[config.mk]
export PLATFORM = sky130hd
export DESIGN_NAME = ram_fifo_ctrl
export DESIGN_NICKNAME = d
export VERILOG_FILES = /design/src/rtl/ram_fifo_ctrl.sv
export SDC_FILE = /design/constraint.sdc
export NUM_CORES = 1
export LEC_CHECK = 0
export ABC_CLOCK_PERIOD_IN_PS = 2250
export CAP_MARGIN = 10
export CORE_MARGIN = 2
export CORE_UTILIZATION = 26
export DETAILED_ROUTE_END_ITERATION = 10
export PLACE_DENSITY = 0.76
export REMOVE_ABC_BUFFERS = 1
export SETUP_SLACK_MARGIN = 0.05
export SYNTH_ARGS = -nofsm -noshare
export SYNTH_HDL_FRONTEND = slang
export SYNTH_SLANG_ARGS = --single-unit
[constraint.sdc]
create_clock -name clk -period 2.25 [get_ports clk]
set_input_delay 0.3375 -clock clk [delete_from_list [all_inputs] [get_ports clk]]
set_output_delay 0.3375 -clock clk [all_outputs]
set_load 0.02 [all_outputs]
[src/rtl/ram_fifo_ctrl.sv]
// -----------------------------------------------------------------------------
// ram_fifo_ctrl
//   FIFO controller that keeps its storage in an external RAM. The RAM has a
//   synchronous write port and an asynchronous read port, so reads have zero
//   latency and the head word is always visible on pop_data. The RAM array is
//   never reset: pop_valid is low whenever its contents are stale.
//
//   Optional feature: define RAM_FIFO_ALMOST_FULL_EN to add the registered
//   almost_full output (count >= data_depth - af_margin).
//
// Ports
//   clk            single clock, rising edge
//   rst            synchronous active-high reset (wins over flush)
//   flush          synchronous clear of pointers and count (wins over push/pop)
//   push_valid/push_ready/push_data   write-side handshake
//   pop_valid/pop_ready/pop_data      read-side handshake
//   count          occupancy, 0..data_depth
//   ram_cs_n, ram_wr_n                active-low RAM select / write enable
//   ram_wr_addr, ram_data_in          RAM write port
//   ram_rd_addr, ram_data_out         RAM asynchronous read port
//   almost_full    (RAM_FIFO_ALMOST_FULL_EN only) registered near-full flag
// -----------------------------------------------------------------------------
module ram_fifo_ctrl #(
  parameter int data_width = 16,
  parameter int data_depth = 8,
  parameter int af_margin  = 2,
  localparam int addr_width = $clog2(data_depth)
) (
  input  logic                  clk,
  input  logic                  rst,
  input  logic                  flush,
  input  logic                  push_valid,
  output logic                  push_ready,
  input  logic [data_width-1:0] push_data,
  output logic                  pop_valid,
  input  logic                  pop_ready,
  output logic [data_width-1:0] pop_data,
  output logic [addr_width:0]   count,
  output logic                  ram_cs_n,
  output logic                  ram_wr_n,
  output logic [addr_width-1:0] ram_wr_addr,
  output logic [addr_width-1:0] ram_rd_addr,
  output logic [data_width-1:0] ram_data_in,
  input  logic [data_width-1:0] ram_data_out
`ifdef RAM_FIFO_ALMOST_FULL_EN
  ,
  output logic                  almost_full
`endif
);

  localparam logic [addr_width:0]   depth_c = (addr_width+1)'(data_depth);
  localparam logic [addr_width-1:0] last_c  = addr_width'(data_depth - 1);

  logic [addr_width-1:0] wr_ptr;
  logic [addr_width-1:0] rd_ptr;
  logic [addr_width:0]   count_load;
  logic                  push_acc;
  logic                  pop_acc;

  // Pointers wrap explicitly so non-power-of-2 depths work.
  function automatic logic [addr_width-1:0] ptr_inc(input logic [addr_width-1:0] p);
    return (p == last_c) ? '0 : p + 1'b1;
  endfunction

  // Handshake flags depend only on registered state (and rst), never on
  // push_valid / pop_ready, so no combinational loop through the peers.
  assign push_ready = ~rst & (count < depth_c);
  assign pop_valid  = (count != '0);

  // Flush discards whatever the peers offer in that cycle.
  assign push_acc = push_valid & push_ready & ~flush;
  assign pop_acc  = pop_valid & pop_ready & ~flush;

  // RAM is selected only for an accepted push; reads need no select.
  assign ram_cs_n    = ~push_acc;
  assign ram_wr_n    = ~push_acc;
  assign ram_wr_addr = wr_ptr;
  assign ram_data_in = push_data;
  assign ram_rd_addr = rd_ptr;
  assign pop_data    = ram_data_out;

  // Occupancy that will be loaded at the next edge (rst handled in the flop).
  always_comb begin
    // NOTE: default first so every path assigns count_load and no latch forms.
    count_load = count;
    if (flush) begin
      count_load = '0;
    end else if (push_acc && !pop_acc) begin
      count_load = count + 1'b1;
    end else if (pop_acc && !push_acc) begin
      count_load = count - 1'b1;
    end
  end

  // NOTE: state uses non-blocking assignments so every flop samples pre-edge values.
  // NOTE: only pointers and count are reset; the RAM array itself never is.
  always_ff @(posedge clk) begin
    if (rst) begin
      wr_ptr <= '0;
      rd_ptr <= '0;
      count  <= '0;
    end else begin
      count <= count_load;
      if (flush) begin
        wr_ptr <= '0;
        rd_ptr <= '0;
      end else begin
        if (push_acc) wr_ptr <= ptr_inc(wr_ptr);
        if (pop_acc)  rd_ptr <= ptr_inc(rd_ptr);
      end
    end
  end

`ifdef RAM_FIFO_ALMOST_FULL_EN
  localparam int af_level_i = (data_depth > af_margin) ? data_depth - af_margin : 0;
  localparam logic [addr_width:0] af_level_c = (addr_width+1)'(af_level_i);

  // Registered from the value count takes at the same edge, so it tracks count
  // without lagging a cycle.
  always_ff @(posedge clk) begin
    if (rst) begin
      almost_full <= 1'b0;
    end else begin
      almost_full <= (count_load >= af_level_c);
    end
  end
`endif

endmodule
# Word-level counts from Yosys, hierarchy flattened
# Cells that the tools add are included.
[classes]
addsub = 4
n_mul = 0
n_div = 0
order_cmp = 1
n_eq_ne = 2
shifts = 0
mux = 4
bitwise = 8
n_reduce_logical = 7
[op_table]
columns = ["operator", "count"]
rows = [
  ["$mux W4", 2],
  ["$add A3 B1 Y3 const B", 2],
  ["$eq A3 B3 Y1 const B", 2],
  ["$mux W3", 2],
  ["$and A1 B1 Y1", 5],
  ["$add A4 B1 Y4 const B", 1],
  ["$lt A4 B4 Y1 const B", 1],
  ["$reduce_bool A4 Y1", 1],
  ["$sub A4 B1 Y4 const B", 1],
  ["$not A1 Y1", 3],
  ["$logic_and A1 B1 Y1", 2],
  ["$logic_not A1 Y1", 2],
  ["$reduce_bool A2 Y1", 1],
  ["$reduce_or A2 Y1", 1],
]
[word_totals]
reg_bits = 10
latch_bits = 0
mem_bits_rw = 0
romBits = 0
input_bits = 37
out_inout_bits = 46
wordCells = 29
mem_count = 0

# Depth between registers and ports, before layout
[logic_depth]
ltp_word = 8
depth_mapped = 10

# Least setup slack after synthesis
# No wires, ideal clock.
[synth_timing]
path_kind = "flip-flop to flip-flop"
start = "register count[3]"
end = "register count[3]"
setup_time_ps = 57
arrival_time_ps = 2472
setup_slack_ps = -280
path_stages_with_launch = 11
path_buffers = 0
period_less_slack_ps = 2530
cell_sequence = "dfxtp_1 -> or4_4 -> nand2_4 -> or2_2 -> ha_1 -> inv_1 -> ha_1 -> nand3_1 -> a211o_1 -> a211oi_1 -> a31o_2"
[synth_via]
elab_cells_between_ends = 16
[synth_rtl]
columns = ["element", "line", "text"]
rows = [
  ["start, declared", "38", "output logic [addr_width:0] count,"],
  ["start signal, assigned", "103", "count <= count_load;"],
  ["$reduce_bool A4 Y1 *", "68", "assign pop_valid = (count != '0);"],
  ["net pop_valid", "35", "output logic pop_valid,"],
  ["$and A1 B1 Y1 * (2 in a row)", "72", "assign pop_acc = pop_valid & pop_ready & ~flush;"],
  ["$logic_not A1 Y1", "88", "end else if (push_acc && !pop_acc) begin"],
  ["$logic_and A1 B1 Y1", "88", ""],
  ["$mux W4 or $reduce_bool A2 Y1 (tied branches)", "n/a", ""],
]
# The timed path passes the listed nets; every way through them passes the cells marked *. The select of a mux whose other input is x is not followed.
# A chain may end at the register's enable or synchronous reset.

# Worst setup path after layout
[layout_timing]
start = "register count[0]"
end = "register count[3]"
[layout_via]
elab_chain_len = 7
elab_cells_between_ends = 16
[layout_lines]
columns = ["element", "line", "text"]
rows = [
  ["$lt A4 B4 Y1", "67", "assign push_ready = ~rst & (count < depth_c);"],
  ["$and A1 B1 Y1", "67", ""],
  ["$and A1 B1 Y1 (2 in a row)", "71", "assign push_acc = push_valid & push_ready & ~flush;"],
  ["$logic_not A1 Y1", "90", "end else if (pop_acc && !push_acc) begin"],
  ["$logic_and A1 B1 Y1", "90", ""],
  ["$reduce_bool A2 Y1 (no source line)", "n/a", ""],
]
# Several ways; a longest one is shown, not always the timed one. The select of a mux whose other input is x is not followed.

==> flow_metrics.py <==
metrics = {
    "floorplan": {
        "core_mm2": 0.00303,
        "ios": 83,
        "die_h_um": 60.4,
        "start_util_pct": 27.3,
        "die_area_mm2": 0.00365,
        "std_cell_rows": 20,
        "fp.dieW_um": 60.4,
    },
    "yosys": {
        "netlist.area_leader.share_pct": 30.0,
        "synth_top_area_cell": "buf_4",
        "syn_area_um2": 827,
        "ys_top_cells_by_area": "buf_4 30%, dfxtp_1 24%, ha_1 11%",
        "synthTopCellsByCount": "33 x buf_4, 10 x dfxtp_1, 8 x nor2_1",
        "synth_warnings": 0,
        "netlist_instances": 99,
        "yosysMostFrequentCell": "buf_4",
        "ys.flop_type": "dfxtp_1",
        "ys_seq_area_share_pct": 24.2,
        "yosysUniqueCellTypes": 27,
        "synth.ff_latch_count": 10,
        "syn_area_per_cell_um2": 8.35,
        "synth_edf_count": 0,
        "async_flop_share_pct": 0,
    },
    "global_routing": {
        "grt_pass1_vias": 712,
        "antenna_found_initial": 0,
        "grt.overflow.total": 0,
        "grt_pass1_wl_mm": 4.13,
        "track_usage_pct": 16.8,
        "grt_max_degree": 10,
    },
    "sta": {
        "fmax_mhz": 435,
        "worst_slew_pin_slew_ns": 0.234,
        "min_period_ns": 2.30,
        "setup_violations": 1,
        "slew_viol_final": 0,
        "clock_skew_ns": 0.00386,
        "rsz0062_at_grt": "true",
        "whs_ns": 0.486,
        "hold_violations": 0,
        "fin_setup_tns_ns": -0.0502,
        "slew_headroom_pct": 84.4,
        "setup_ws_ns": -0.0502,
        "period_share_pct": 102,
    },
    "outcome": {
        "violations": "negative setup slack",
        "outcome": "complete, but fails checks",
    },
    "clock_tree": {
        "cts_max_level": 1,
        "clock_latency_ns": 0.27,
        "cts_root_buf": "clkbuf_4",
        "max-clock-path-buffers": 2,
        "clkSlewWorstSetupHoldPaths_ns": 0.06,
        "cts_hold_buf": 0,
        "numClockSinks": 10,
        "cts_tree": "yes",
        "numCtsBuffers": 3,
    },
    "layout": {
        "syn2layout_area_growth_pct": 21.2,
        "multi_input_area_um2": 424,
        "n_antenna_cell": 0,
        "drive_gt1_share_pct": 35.4,
        "layout.area.seq_um2": 201,
        "final_nets": 146,
        "layout.core_utilization_pct": 33.1,
        "nFillCells": 318,
    },
    "route": {
        "dr_total_vias": 682,
        "drtIter0Drc": 12,
        "first_pass_iters": 4,
        "via_per_inst": 4.77,
        "wl_mm": 2.85,
        "postRouteAntennaNets": 0,
        "wl_per_cell_um": 19.9,
        "drcViolationCount": 0,
    },
    "power": {
        "power.share.sequential_pct": 41.8,
        "leakage_uw": 0.000410,
        "netSwitchingPower_uw": 128,
        "combPwrFrac_pct": 30.1,
        "p_clk_share_pct": 28.1,
        "p_int_uw": 316,
        "power_switching_share_pct": 28.8,
        "vdd.ir_drop.worst_mv": 0.143,
        "power_uw": 443,
        "power_density_mw_per_mm2": 442,
    },
    "worst_setup_path": {
        "cp.required_ns": 2.47,
        "crit_type": "register to register",
        "crit_fanout": 4,
        "start_kind": "register",
        "rr_worst_depth": 10,
        "setup.worst_path.end_class": "register",
        "arrival_ns": 2.52,
    },
    "placement": {
        "dp_hpwl_mm": 2.20,
        "port_buffers": 18,
        "pre_cts_slack_ns": -0.300,
        "gp_congestion": 0.685,
    },
    "flow_run": {
        "max_cap_violations": 0,
    },
    "min_path": {
        "hold_depth": 2,
        "hp-class": "register to register",
    },
}
cells in the final DEF (no fill, tap or decap), types with 2 or more instances in the layout:
cell             instances
a21oi_2                  3
inv_1                    2
ha_1                     4
a21oi_1                  5
nor2_1                   8
buf_4                   14
nand2_1                  7
ha_4                     3
dfxtp_1                  9
nand3_1                  2
clkbuf_4                 3
clkdlybuf4s50_1         18
power by group through the flow:
| stage | clock [uW] | sequential [uW] | combinational, uW |
|---|---|---|---|
| floorplan | 0 | 197 | 51.0 |
| global placement | 0 | 189 | 113 |
| detailed placement | 0 | 189 | 116 |
| CTS | 131 | 185 | 127 |
| global route | 137 | 186 | 145 |
| finish | 125 | 185 | 134 |
per-stage QoR:
| step | instances | area [um^2] |
|---|---|---|
| after floorplan | 64 | 572 |
| after global routing | 143 | 1000 |
| after CTS | 142 | 983 |
| after detailed placement | 139 | 905 |
| final | 143 | 1000 |
| after global placement | 139 | 905 |
cell type report:
type                       instances  share of cell area [%]
multi-input combinational         51                    42.3
timing repair buffer              32                    28.5
sequential                        10                    20.1
tap                               44                    5.49
clock buffer                       3                    2.25
inverter                           3                    1.37
logic make-up (layout without fill, tap and decap cells):
| family | count (synthesis) | after routing | synth area share, % |
|---|---|---|---|
| xor+xnor | 2 | 2 | 2.12 |
| buf+inv | 38 | 38 | 32.2 |
| simple gates | 28 | 28 | 17.4 |
| mux | 1 | 1 | 1.21 |
| fa+ha+maj | 8 | 8 | 13.0 |
| compound gates | 12 | 12 | 9.84 |
| flops | 10 | 10 | 24.2 |
flip-flops by register name, indices dropped and copies added (netlist names):
register	flops
count	4
ram_rd_addr	3
ram_wr_addr	3
metal layers:
metal	part of all wire, %	track usage, %	vias to the layer above
met5	1.5	10.0	-
met2	36	19.1	67
li1	-	-	295
met3	23	21.1	7
met1	38	17.2	311
met4	1.9	6.35	2
critical path, cell delays in order, from the launching register on:
cell	delay [ns]
dfxtp_1	0.31
or4_4	0.55
nand2_4	0.07
or2_4	0.12
ha_4	0.14
inv_4	0.05
ha_4	0.28
a21oi_2	0.05
a211o_1	0.33
a211oi_2	0.22
a31o_2	0.12
final timing paths:
kind,start,end,slack (ns)
worst min-delay path,ram_rd_addr[1]$_SDFFE_PP0P_,ram_rd_addr[1]$_SDFFE_PP0P_,0.49
worst max register to register,count[0]$_SDFFE_PP0P_,count[3]$_SDFFE_PP0P_,-0.05
worst min register to register,ram_rd_addr[1]$_SDFFE_PP0P_,ram_rd_addr[1]$_SDFFE_PP0P_,0.49
worst max-delay path,count[0]$_SDFFE_PP0P_,count[3]$_SDFFE_PP0P_,-0.05
timing repair:
action / in CTS / in global routing
resized for setup: 11 / 2
cloned: 0 / 0
endpoints found under the setup margin: 3 / 3
pin swaps: 3 / 5
buffers inserted: 0 / 1
Power figures use the tool's default switching activity.
